### src/rtl/id_ex_if.sv
// id_ex_if: ID-side decoded instruction inputs and EX-side registered outputs of the ID/EX stage,
// plus the load-use stall flag and stall statistics counter.
interface id_ex_if #(parameter int XLEN = 32, parameter int CNT_W = 16);
  logic valid_i, flush_i;
  logic RegWrite_i, MemToReg_i, MemRead_i, MemWrite_i, ALUSrc_i, Branch_i;
  logic [1:0] ALUOp_i;
  logic [XLEN-1:0] rs1_data_i, rs2_data_i, imm_i;
  logic [4:0] rs1_addr_i, rs2_addr_i, rd_addr_i;
  logic [9:0] funct_i;
  logic valid_o, stall_o;
  logic RegWrite_o, MemToReg_o, MemRead_o, MemWrite_o, ALUSrc_o, Branch_o;
  logic [1:0] ALUOp_o;
  logic [XLEN-1:0] rs1_data_o, rs2_data_o, imm_o;
  logic [4:0] rs1_addr_o, rs2_addr_o, rd_addr_o;
  logic [9:0] funct_o;
  logic [CNT_W-1:0] stall_cnt_o;
  modport master (
    output valid_i, flush_i, RegWrite_i, MemToReg_i, MemRead_i, MemWrite_i, ALUSrc_i, Branch_i,
           ALUOp_i, rs1_data_i, rs2_data_i, imm_i, rs1_addr_i, rs2_addr_i, rd_addr_i, funct_i,
    input  valid_o, stall_o, RegWrite_o, MemToReg_o, MemRead_o, MemWrite_o, ALUSrc_o, Branch_o,
           ALUOp_o, rs1_data_o, rs2_data_o, imm_o, rs1_addr_o, rs2_addr_o, rd_addr_o, funct_o,
           stall_cnt_o
  );
  modport slave (
    input  valid_i, flush_i, RegWrite_i, MemToReg_i, MemRead_i, MemWrite_i, ALUSrc_i, Branch_i,
           ALUOp_i, rs1_data_i, rs2_data_i, imm_i, rs1_addr_i, rs2_addr_i, rd_addr_i, funct_i,
    output valid_o, stall_o, RegWrite_o, MemToReg_o, MemRead_o, MemWrite_o, ALUSrc_o, Branch_o,
           ALUOp_o, rs1_data_o, rs2_data_o, imm_o, rs1_addr_o, rs2_addr_o, rd_addr_o, funct_o,
           stall_cnt_o
  );
endinterface

### src/rtl/id_ex_stage.sv
// id_ex_stage: ID/EX pipeline register with load-use hazard detection, flush/bubble insertion
// and a saturating stall-cycle counter.
module id_ex_stage #(
  parameter int XLEN  = 32,
  parameter int CNT_W = 16
) (
  input logic    clk_i,
  input logic    rst_i,
  id_ex_if.slave b
);
  localparam int W = 3 * XLEN + 34;
  logic hazard, stall, load;
  logic [W-1:0] pipe_d, pipe_q;
  logic [CNT_W-1:0] cnt_d, cnt_q;
  // valid_i gates everything, so undefined fields of an empty ID slot never reach EX
  always_comb begin
    hazard = b.valid_o & b.MemRead_o & (b.rd_addr_o != 5'd0) & b.valid_i &
             ((b.rd_addr_o == b.rs1_addr_i) | (b.rd_addr_o == b.rs2_addr_i));
    stall  = hazard & ~b.flush_i;
    load   = b.valid_i & ~b.flush_i & ~hazard;
    pipe_d = load ? {1'b1, b.RegWrite_i, b.MemToReg_i, b.MemRead_i, b.MemWrite_i, b.ALUSrc_i,
                     b.Branch_i, b.ALUOp_i, b.rs1_data_i, b.rs2_data_i, b.imm_i,
                     b.rs1_addr_i, b.rs2_addr_i, b.rd_addr_i, b.funct_i} : '0;
    cnt_d  = (stall && cnt_q != '1) ? cnt_q + CNT_W'(1) : cnt_q;
  end
  always_ff @(posedge clk_i or negedge rst_i) begin
    if (!rst_i) begin
      pipe_q <= '0;
      cnt_q  <= '0;
    end else begin
      pipe_q <= pipe_d;
      cnt_q  <= cnt_d;
    end
  end
  assign {b.valid_o, b.RegWrite_o, b.MemToReg_o, b.MemRead_o, b.MemWrite_o, b.ALUSrc_o,
          b.Branch_o, b.ALUOp_o, b.rs1_data_o, b.rs2_data_o, b.imm_o,
          b.rs1_addr_o, b.rs2_addr_o, b.rd_addr_o, b.funct_o} = pipe_q;
  assign b.stall_o     = stall;
  assign b.stall_cnt_o = cnt_q;
endmodule

### src/flat_wrapper.sv
// flat-port wrapper written by rule: the top's interface ports become plain ports
module id_ex_stage_flat 
#(
  parameter int XLEN  = 32,
  parameter int CNT_W = 16
)
  (clk_i, rst_i, b_valid_i, b_flush_i, b_RegWrite_i, b_MemToReg_i, b_MemRead_i, b_MemWrite_i, b_ALUSrc_i, b_Branch_i, b_ALUOp_i, b_rs1_data_i, b_rs2_data_i, b_imm_i, b_rs1_addr_i, b_rs2_addr_i, b_rd_addr_i, b_funct_i, b_valid_o, b_stall_o, b_RegWrite_o, b_MemToReg_o, b_MemRead_o, b_MemWrite_o, b_ALUSrc_o, b_Branch_o, b_ALUOp_o, b_rs1_data_o, b_rs2_data_o, b_imm_o, b_rs1_addr_o, b_rs2_addr_o, b_rd_addr_o, b_funct_o, b_stall_cnt_o);
  id_ex_if #(.XLEN(XLEN), .CNT_W(CNT_W)) b_i ();
  input logic clk_i;
  input logic rst_i;
  input wire logic [$bits(b_i.valid_i)-1:0] b_valid_i;
  input wire logic [$bits(b_i.flush_i)-1:0] b_flush_i;
  input wire logic [$bits(b_i.RegWrite_i)-1:0] b_RegWrite_i;
  input wire logic [$bits(b_i.MemToReg_i)-1:0] b_MemToReg_i;
  input wire logic [$bits(b_i.MemRead_i)-1:0] b_MemRead_i;
  input wire logic [$bits(b_i.MemWrite_i)-1:0] b_MemWrite_i;
  input wire logic [$bits(b_i.ALUSrc_i)-1:0] b_ALUSrc_i;
  input wire logic [$bits(b_i.Branch_i)-1:0] b_Branch_i;
  input wire logic [$bits(b_i.ALUOp_i)-1:0] b_ALUOp_i;
  input wire logic [$bits(b_i.rs1_data_i)-1:0] b_rs1_data_i;
  input wire logic [$bits(b_i.rs2_data_i)-1:0] b_rs2_data_i;
  input wire logic [$bits(b_i.imm_i)-1:0] b_imm_i;
  input wire logic [$bits(b_i.rs1_addr_i)-1:0] b_rs1_addr_i;
  input wire logic [$bits(b_i.rs2_addr_i)-1:0] b_rs2_addr_i;
  input wire logic [$bits(b_i.rd_addr_i)-1:0] b_rd_addr_i;
  input wire logic [$bits(b_i.funct_i)-1:0] b_funct_i;
  output wire logic [$bits(b_i.valid_o)-1:0] b_valid_o;
  output wire logic [$bits(b_i.stall_o)-1:0] b_stall_o;
  output wire logic [$bits(b_i.RegWrite_o)-1:0] b_RegWrite_o;
  output wire logic [$bits(b_i.MemToReg_o)-1:0] b_MemToReg_o;
  output wire logic [$bits(b_i.MemRead_o)-1:0] b_MemRead_o;
  output wire logic [$bits(b_i.MemWrite_o)-1:0] b_MemWrite_o;
  output wire logic [$bits(b_i.ALUSrc_o)-1:0] b_ALUSrc_o;
  output wire logic [$bits(b_i.Branch_o)-1:0] b_Branch_o;
  output wire logic [$bits(b_i.ALUOp_o)-1:0] b_ALUOp_o;
  output wire logic [$bits(b_i.rs1_data_o)-1:0] b_rs1_data_o;
  output wire logic [$bits(b_i.rs2_data_o)-1:0] b_rs2_data_o;
  output wire logic [$bits(b_i.imm_o)-1:0] b_imm_o;
  output wire logic [$bits(b_i.rs1_addr_o)-1:0] b_rs1_addr_o;
  output wire logic [$bits(b_i.rs2_addr_o)-1:0] b_rs2_addr_o;
  output wire logic [$bits(b_i.rd_addr_o)-1:0] b_rd_addr_o;
  output wire logic [$bits(b_i.funct_o)-1:0] b_funct_o;
  output wire logic [$bits(b_i.stall_cnt_o)-1:0] b_stall_cnt_o;
  assign b_i.valid_i = b_valid_i;
  assign b_i.flush_i = b_flush_i;
  assign b_i.RegWrite_i = b_RegWrite_i;
  assign b_i.MemToReg_i = b_MemToReg_i;
  assign b_i.MemRead_i = b_MemRead_i;
  assign b_i.MemWrite_i = b_MemWrite_i;
  assign b_i.ALUSrc_i = b_ALUSrc_i;
  assign b_i.Branch_i = b_Branch_i;
  assign b_i.ALUOp_i = b_ALUOp_i;
  assign b_i.rs1_data_i = b_rs1_data_i;
  assign b_i.rs2_data_i = b_rs2_data_i;
  assign b_i.imm_i = b_imm_i;
  assign b_i.rs1_addr_i = b_rs1_addr_i;
  assign b_i.rs2_addr_i = b_rs2_addr_i;
  assign b_i.rd_addr_i = b_rd_addr_i;
  assign b_i.funct_i = b_funct_i;
  assign b_valid_o = b_i.valid_o;
  assign b_stall_o = b_i.stall_o;
  assign b_RegWrite_o = b_i.RegWrite_o;
  assign b_MemToReg_o = b_i.MemToReg_o;
  assign b_MemRead_o = b_i.MemRead_o;
  assign b_MemWrite_o = b_i.MemWrite_o;
  assign b_ALUSrc_o = b_i.ALUSrc_o;
  assign b_Branch_o = b_i.Branch_o;
  assign b_ALUOp_o = b_i.ALUOp_o;
  assign b_rs1_data_o = b_i.rs1_data_o;
  assign b_rs2_data_o = b_i.rs2_data_o;
  assign b_imm_o = b_i.imm_o;
  assign b_rs1_addr_o = b_i.rs1_addr_o;
  assign b_rs2_addr_o = b_i.rs2_addr_o;
  assign b_rd_addr_o = b_i.rd_addr_o;
  assign b_funct_o = b_i.funct_o;
  assign b_stall_cnt_o = b_i.stall_cnt_o;
  id_ex_stage #(.XLEN(XLEN), .CNT_W(CNT_W)) u_core (.clk_i(clk_i), .rst_i(rst_i), .b(b_i));
endmodule
### config.mk
export PLATFORM = sky130hd
export DESIGN_NAME = id_ex_stage_flat
export DESIGN_NICKNAME = d
export VERILOG_FILES = /design/src/rtl/id_ex_if.sv /design/src/rtl/id_ex_stage.sv /design/src/flat_wrapper.sv
export SDC_FILE = /design/constraint.sdc
export NUM_CORES = 1
export LEC_CHECK = 0
export ABC_CLOCK_PERIOD_IN_PS = 3580
export CORE_MARGIN = 2
export CORE_UTILIZATION = 40
export CTS_CLUSTER_SIZE = 20
export DETAILED_ROUTE_END_ITERATION = 12
export GPL_ROUTABILITY_DRIVEN = 1
export PLACE_DENSITY = 0.83
export SYNTH_ARGS = -nofsm -noshare
export SYNTH_HDL_FRONTEND = slang
export SYNTH_SLANG_ARGS = --single-unit
### constraint.sdc
create_clock -name clk_i -period 3.58 [get_ports clk_i]
set_clock_uncertainty 0.05 [all_clocks]
set_input_delay 0.716 -clock clk_i [delete_from_list [all_inputs] [get_ports clk_i]]
set_output_delay 0.716 -clock clk_i [all_outputs]
set_load 0.05 [all_outputs]
-- After elaboration in Yosys (flattened, before gate mapping)
Index checks and enable logic that the tools add are counted.
- flip-flop bits (word level): 146
- reductions and logical operators: 2
- equality and inequality tests: 3
- add/subtract/negate cells: 1
- bitwise gates (word level): 10
- muxes and demuxes: 1
- operator list (cell ; count):
    $mux 130 ; 1
    $add 16x1->16 const B ; 1
    $ne 16x16->1 const B ; 1
    $eq 5x5->1 ; 2
    $and 1x1->1 ; 7
    $reduce_bool 5->1 ; 1
    $not 1->1 ; 2
    $logic_and 1x1->1 ; 1
    $or 1x1->1 ; 1

-- Depth between registers and ports, before layout
- depth in word-level cells: 7
- depth in mapped cells: 7
- mapped depth without buffers: 6

-- Least setup slack after synthesis
OpenSTA, ideal clock, no wires.
- kind: register to output
- start: register u_core.pipe_q[11]
- end: output port b_stall_o
- cell stages (with the launch flop): 6
- slack: 0.664 ns
- arrival time: 2.150 ns
- path buffers: 1
- data required time: 2.814 ns
- cells stage by stage: dfrtp_1 > xnor2_1 > nand2_1 > o22ai_1 > clkbuf_1 > and3_1
- longest elaborated chain between the ends: 5
- elaborated cells between the ends (all ways): 8
- classes of those cells: eq/ne: 2; bitwise: 5; reduce/logical: 1
- RTL lines (item ; line ; text):
    start: declaration ; id_ex_stage.sv:13 ; logic [W-1:0] pipe_d, pipe_q;
    start signal: assignment ; id_ex_stage.sv:31 ; pipe_q <= pipe_d;
    $reduce_bool 5->1 ; id_ex_stage.sv:17 ; hazard = b.valid_o & b.MemRead_o & (b.rd_addr_o != 5'd0) & b.valid_i &
    $and 1x1->1 (2 in a row) ; id_ex_stage.sv:17 ;
    $and 1x1->1 * ; id_ex_stage.sv:17 ;
    $and 1x1->1 * ; id_ex_stage.sv:19 ; stall = hazard & ~b.flush_i;
    end: declaration ; flat_wrapper.sv:28 ; output wire logic [$bits(b_i.stall_o)-1:0] b_stall_o;
Mark *: on every way between the ends. The rest lies on a longest branch, timed or not.

-- Worst setup path after layout
- start: input port b_rs2_addr_i[4]
- end: output port b_stall_o
- longest elaborated chain between the ends: 4
- RTL lines (item ; line ; text):
    start: declaration ; flat_wrapper.sv:24 ; input wire logic [$bits(b_i.rs2_addr_i)-1:0] b_rs2_addr_i;
    $eq 5x5->1 ; id_ex_stage.sv:18 ; ((b.rd_addr_o == b.rs1_addr_i) | (b.rd_addr_o == b.rs2_addr_i));
    $or 1x1->1 ; id_ex_stage.sv:18 ;
    $and 1x1->1 ; id_ex_stage.sv:17 ;
    $and 1x1->1 ; id_ex_stage.sv:19 ;
Every way passes these cells.

==> flow_metrics.py <==
metrics = {
    "yosys": {
        "synth_top_area_cell": "dfrtp_1",
        "syn_nets": 510,
        "syn_area_per_cell_um2": 13.8,
        "synth-seq-cells": 146,
        "synth_area_leaders": "dfrtp_1 (71%), and2_1 (16%), xnor2_1 (4.1%)",
        "synthDominantCellAreaShare_pct": 70.5,
        "synthArstFlopShare_pct": 100,
        "yosysWarnings": 0,
        "synth_flop_cell": "dfrtp_1",
        "synthDistinctLibCells": 24,
        "ys_seq_area_share_pct": 70.5,
        "synth_edf_count": 0,
        "syn-cell-area_um2": 5180,
        "yosys.cell_count.top_type": "dfrtp_1",
        "synthTopCellsByCount": "dfrtp_1 (146), and2_1 (129), xnor2_1 (24)",
        "syn_inst": 376,
    },
    "worst_setup_path": {
        "crit_type": "in -> out",
        "path_buf_inv": 2,
        "rrSetupSlack_ps": 1270,
        "critPathTopFamily": "buffers and inverters",
        "max_stage_delay_ps": 500,
        "worstSetupEndpointType": "output pin",
        "crit_chain": "clkdlybuf4s50_1 -> xnor2_1 -> nand3_1 -> o22ai_1 -> and3_1 -> buf_12",
        "crit_arrival_ps": 2200,
        "start_kind": "input port",
        "critical-path-slowest-cell": "clkdlybuf4s50_1",
        "critPathMaxFanout": 2,
        "r2r_end": "u_core.pipe_q[15]",
        "r2r_start": "u_core.pipe_q[10]",
        "r2r_cells": 6,
        "timing.critical_path.required_ps": 2810,
    },
    "floorplanning": {
        "io_pins": 280,
        "coreArea_um2": 12600,
        "start_util_pct": 41.0,
        "chipHeight_um": 118,
        "fp-row-count": 41,
        "die_w_um": 118,
        "dieArea_um2": 13900,
    },
    "run": {
        "drv_cap": 0,
    },
    "layout": {
        "drive_gt1_share_pct": 6.23,
        "layoutNonFillerInstCount": 846,
        "fin_nets": 796,
        "area_growth_pct": 67.6,
        "diodes": 0,
        "multi_input_area_um2": 1380,
        "num-fill-cells": 931,
        "regArea_um2": 3650,
    },
    "clock_network": {
        "clock-sinks": 146,
        "cts_hold_buf": 0,
        "cts_max_level": 4,
        "post_cts_buffers": 0,
        "clk_transition_reported_paths_ps": 60,
        "root_buffer": "clkbuf_16",
        "ctsLongestPathBuffers": 2,
        "numCtsBuffers": 17,
        "clk_latency_ps": 410,
        "cts_resized": 0,
        "cts_tree": "done",
    },
    "timing": {
        "finalCritPeriodShare_pct": 83.0,
        "rsz0062_at_grt": "false",
        "setup-violations-final": 0,
        "tns_ps": 0,
        "worst_pin_slew_ps": 1100,
        "max_freq_mhz": 337,
        "layout_setup_ws_ps": 610,
        "slew_violations": 0,
        "period_needed_ps": 2970,
        "final-hold-violation-count": 0,
        "slew_headroom_pct": 26.9,
    },
    "power": {
        "power.density_nw_per_um2": 464,
        "p_total_uw": 4020,
        "ir_drop_mv": 0.281,
        "leakagePower_uw": 0.00385,
    },
    "route": {
        "ant_nets": 0,
        "wl_per_cell_um": 16.4,
        "firstDrtPassIters": 4,
        "wirelength_um": 13900,
        "drt_iter0_drc": 228,
        "via_per_inst": 4.52,
        "num_vias": 3826,
        "remaining_drc_errors": 0,
    },
    "global_routing": {
        "antenna_found_initial": 0,
        "grt_max_degree": 131,
        "grt_pass1_wl_um": 22500,
        "grtUsageTotal_pct": 21.1,
        "grt_overflow_total": 0,
        "grt_pass1_vias": 4146,
    },
    "placement": {
        "portBuffers": 279,
        "dpl_worst_slack_ps": 621,
        "dpl.hpwl_um": 9950,
        "dp.cells": 815,
        "place_congestion": 0.819,
    },
    "min_path": {
        "hold_class": "in -> async",
    },
    "run_status": {
        "status": "complete, no violations",
    },
}
==> cell families (layout without fill, tap and decap cells) <==
logic type / count (synthesis) / count (layout) / synth area share, %
flops: 146 / 146 / 70.5
compound gates: 3 / 3 / 0.701
simple gates: 182 / 182 / 21.1
buf+inv: 18 / 316 / 2.92
xor+xnor: 24 / 24 / 4.06
mux: 2 / 2 / 0.435
fa+ha+maj: 1 / 1 / 0.242
==> final cells by class <==
cell class	instances	area share [%]
timing repair buffer	283	32.8
sequential	146	42.1
clock buffer	21	5.42
tap	172	2.48
inverter	2	0.0865
multi-input combinational	212	15.9
clock inverter	10	1.24
==> through the flow <==
| step | instance area, um2 | util, % | hold slack [ps] |
|---|---|---|---|
| global route | 8680 | 68.8 | 498 |
| detailed placement | 8100 | 64.2 | 471 |
| CTS | 8680 | 68.8 | 469 |
| global placement | 8100 | 64.2 | 457 |
| floorplan | 5180 | - | 370 |
| finish | 8680 | 68.8 | 423 |
==> power by group <==
part           switching, uW  internal, uW  leakage, uW
clock network            638          1070     0.000293
registers               20.3          1710      0.00197
logic                    327           259      0.00159
==> state kept, by name, indices dropped and copies added (netlist names) <==
register and flops:
u_core.pipe_q 130, u_core.b.stall_cnt_o 16
==> how the worst max path moves through the flow <==
stage                           start   endpoint  slack [ps]  cells after the start
floorplan           u_core.pipe_q[11]  b_stall_o         660                      5
global placement      b_rs2_addr_i[4]  b_stall_o         650                      6
detailed placement    b_rs2_addr_i[4]  b_stall_o         620                      6
CTS                 u_core.pipe_q[10]  b_stall_o         600                      5
global route          b_rs2_addr_i[4]  b_stall_o         540                      6
finish                b_rs2_addr_i[4]  b_stall_o         610                      6
==> layout by cell type, fill, tap and decap left out, drive strengths merged <==
cell	count
o22ai	1
nand2	6
inv	3
and2	129
a21oi	1
and3	5
mux2	2
or4	2
nand4	12
nor3	4
nor2b	1
nand3	14
clkbuf	21
clkinv	7
nor2	6
o211ai	1
dfrtp	146
bufinv	2
buf	6
clkdlybuf4s50	277
nand2b	1
nor4	2
ha	1
xnor2	24
==> routing by layer <==
| layer | track usage (%) | routed length (um) | up-vias |
|---|---|---|---|
| met1 | 24.6 | 5250 | 1840 |
| li1 | - | - | 1764 |
| met5 | 0 | 0 | - |
| met2 | 35.5 | 7160 | 194 |
| met4 | 9.41 | 400 | 0 |
| met3 | 6.73 | 1040 | 28 |
(Power assumes the default switching activity.)
==> edit: new RTL, same flow settings <==
`XLEN` is set to 32 in 3 places; all go to 40.
--- a/src/rtl/id_ex_if.sv
+++ b/src/rtl/id_ex_if.sv
@@ -1,6 +1,6 @@
 // id_ex_if: ID-side decoded instruction inputs and EX-side registered outputs of the ID/EX stage,
 // plus the load-use stall flag and stall statistics counter.
-interface id_ex_if #(parameter int XLEN = 32, parameter int CNT_W = 16);
+interface id_ex_if #(parameter int XLEN = 40, parameter int CNT_W = 16);
   logic valid_i, flush_i;
   logic RegWrite_i, MemToReg_i, MemRead_i, MemWrite_i, ALUSrc_i, Branch_i;
   logic [1:0] ALUOp_i;
--- a/src/rtl/id_ex_stage.sv
+++ b/src/rtl/id_ex_stage.sv
@@ -1,7 +1,7 @@
 // id_ex_stage: ID/EX pipeline register with load-use hazard detection, flush/bubble insertion
 // and a saturating stall-cycle counter.
 module id_ex_stage #(
-  parameter int XLEN  = 32,
+  parameter int XLEN  = 40,
   parameter int CNT_W = 16
 ) (
   input logic    clk_i,
--- a/src/flat_wrapper.sv
+++ b/src/flat_wrapper.sv
@@ -1,7 +1,7 @@
 // flat-port wrapper written by rule: the top's interface ports become plain ports
 module id_ex_stage_flat 
 #(
-  parameter int XLEN  = 32,
+  parameter int XLEN  = 40,
   parameter int CNT_W = 16
 )
   (clk_i, rst_i, b_valid_i, b_flush_i, b_RegWrite_i, b_MemToReg_i, b_MemRead_i, b_MemWrite_i, b_ALUSrc_i, b_Branch_i, b_ALUOp_i, b_rs1_data_i, b_rs2_data_i, b_imm_i, b_rs1_addr_i, b_rs2_addr_i, b_rd_addr_i, b_funct_i, b_valid_o, b_stall_o, b_RegWrite_o, b_MemToReg_o, b_MemRead_o, b_MemWrite_o, b_ALUSrc_o, b_Branch_o, b_ALUOp_o, b_rs1_data_o, b_rs2_data_o, b_imm_o, b_rs1_addr_o, b_rs2_addr_o, b_rd_addr_o, b_funct_o, b_stall_cnt_o);
Interface: changed (6 resized); port bits go from 280 to 328. The function was not compared with the original's and may differ.
==> edit against the unedited design <==
- combinational power increased by 18%
- worst setup slack got worse by 0.083 ns
- sequential power increased by 16%
- critical path depth unchanged
- area after synthesis increased by 13%
- clock power decreased by 3%
- wire length increased by 16%
- sequential cell count increased by 24
- sequential share of layout area increased by 0.93 points
- total power increased by 8.2%
- cell area increased by 14%
- register-to-register slack got worse by 0.71 ns
- utilization decreased by 0.23 points
==> edit: results (changes against the unedited design) <==
Status
  – Status: completed

Final layout
  – Multi-input combinational area share: 15.3% (-0.58 points)
  – Plain + repair buffers: 332 (+17%)
  – Number of clock buffers in the layout: 19 (-9.5%)
  – Buffer share of cell area: 33.8% (+1.1 points)
  – Max reg flops: 154 (+18%)
  – Nets: 915 (+15%)
  – FILL cells: 989 (+6.2%)
  – Sequential cell area share: 43.0% (+0.93 points)
  – Clk cell area share: 5.41% (-1.2 points)
  – Number of sequential cells: 170 (+16%)

Global routing
  – Met3 GRT Util: 6.80% (+0.069 points)
  – Met1 GRT Util: 23.9% (-0.70 points)
  – Total track usage: 21.1% (about the same)
  – GR Util met2: 36.4% (+0.91 points)

Place
  – Number of port buffers: 327 (+17%)
  – GP Congestion: 0.901 (+10%)

STA
  – Worst-margin pin slew: 1.17 ns (+0.0729 ns)

Yosys
  – Mux contribution to synthesized area: 0.384% (-0.051 points)
  – Most frequent cells after synthesis: dfrtp_1, and2_1, xnor2_1, nand4_1, nand3_1
  – Complex-gate fraction of the synthesized area: 0.598% (-0.10 points)
  – Sequential area share after synthesis: 72.6% (+2.0 points)
  – Top post-synthesis cells by area: dfrtp_1, and2_1, xnor2_1
  – Synth Area in Adders: 0.213% (-0.028 points)

Route
  – M1 WL: 5990 um (+14%)
  – DR iter-0 viols: 245 (+7.5%)

Worst setup path
  – CP max stage delay: 0.53 ns (+0.03 ns)
  – Reg2reg end: u_core.pipe_q[13]
  – CP Data Arrival Time: 2.29 ns (+0.09 ns)

Pwr
  – Switching part of the total power: 26.5% (+2.1 points)
edit: cell count changes after synthesis, sizes merged, moves of 2 or more:
cell / change
nor3: -2
and3: +2
buf: -10
and2: +24
dfrtp: +24
nand4: +2
nand3: -3
clkbuf: +12
edit: power by group through the flow:
stage	clock, mW	sequential, mW	combinational, mW
6_report	1.66	2.01	0.690
5_1_grt	1.78	2.01	0.726
4_1_cts	1.70	2.01	0.697
3_5_place_dp	0	2.05	0.693
3_3_place_gp	0	2.04	0.684
2_1_floorplan	0	2.29	0.0791
edit: how the worst max path moves through the flow:
stage / startpoint / end / cells after the start
2_1_floorplan: b_rs1_addr_i[4] / b_stall_o / 5
3_3_place_gp: b_rs1_addr_i[2] / u_core.pipe_q[70] / 7
3_5_place_dp: b_rs1_addr_i[2] / u_core.pipe_q[13] / 7
4_1_cts: b_rs1_addr_i[2] / b_stall_o / 6
5_1_grt: u_core.pipe_q[10] / u_core.pipe_q[13] / 6
6_report: b_rs1_addr_i[2] / b_stall_o / 6
edit: per-stage QoR:
| step | hold WS (ns) | instance area (um2) | std cells | util [%] |
|---|---|---|---|---|
| final | 0.304 | 9890 | 953 | 68.6 |
| after global routing | 0.383 | 9890 | 953 | 68.6 |
| after CTS | 0.344 | 9890 | 953 | 68.6 |
| after detailed placement | 0.468 | 9360 | 922 | 64.9 |
| after global placement | 0.454 | 9360 | 922 | 64.9 |
| after floorplan | 0.370 | 5860 | 424 | - |
edit: cell families (layout without fill, tap and decap cells):
| kind of cell | count (synthesis) | after routing |
|---|---|---|
| flip-flops | 170 | 170 |
| AO/OA/AOI/OAI | 3 | 3 |
| multiplexers | 2 | 2 |
| XOR/XNOR | 24 | 24 |
| adder cells (fa/ha/maj) | 1 | 1 |
| AND/OR/NAND/NOR | 204 | 204 |
| buffers and inverters | 20 | 365 |
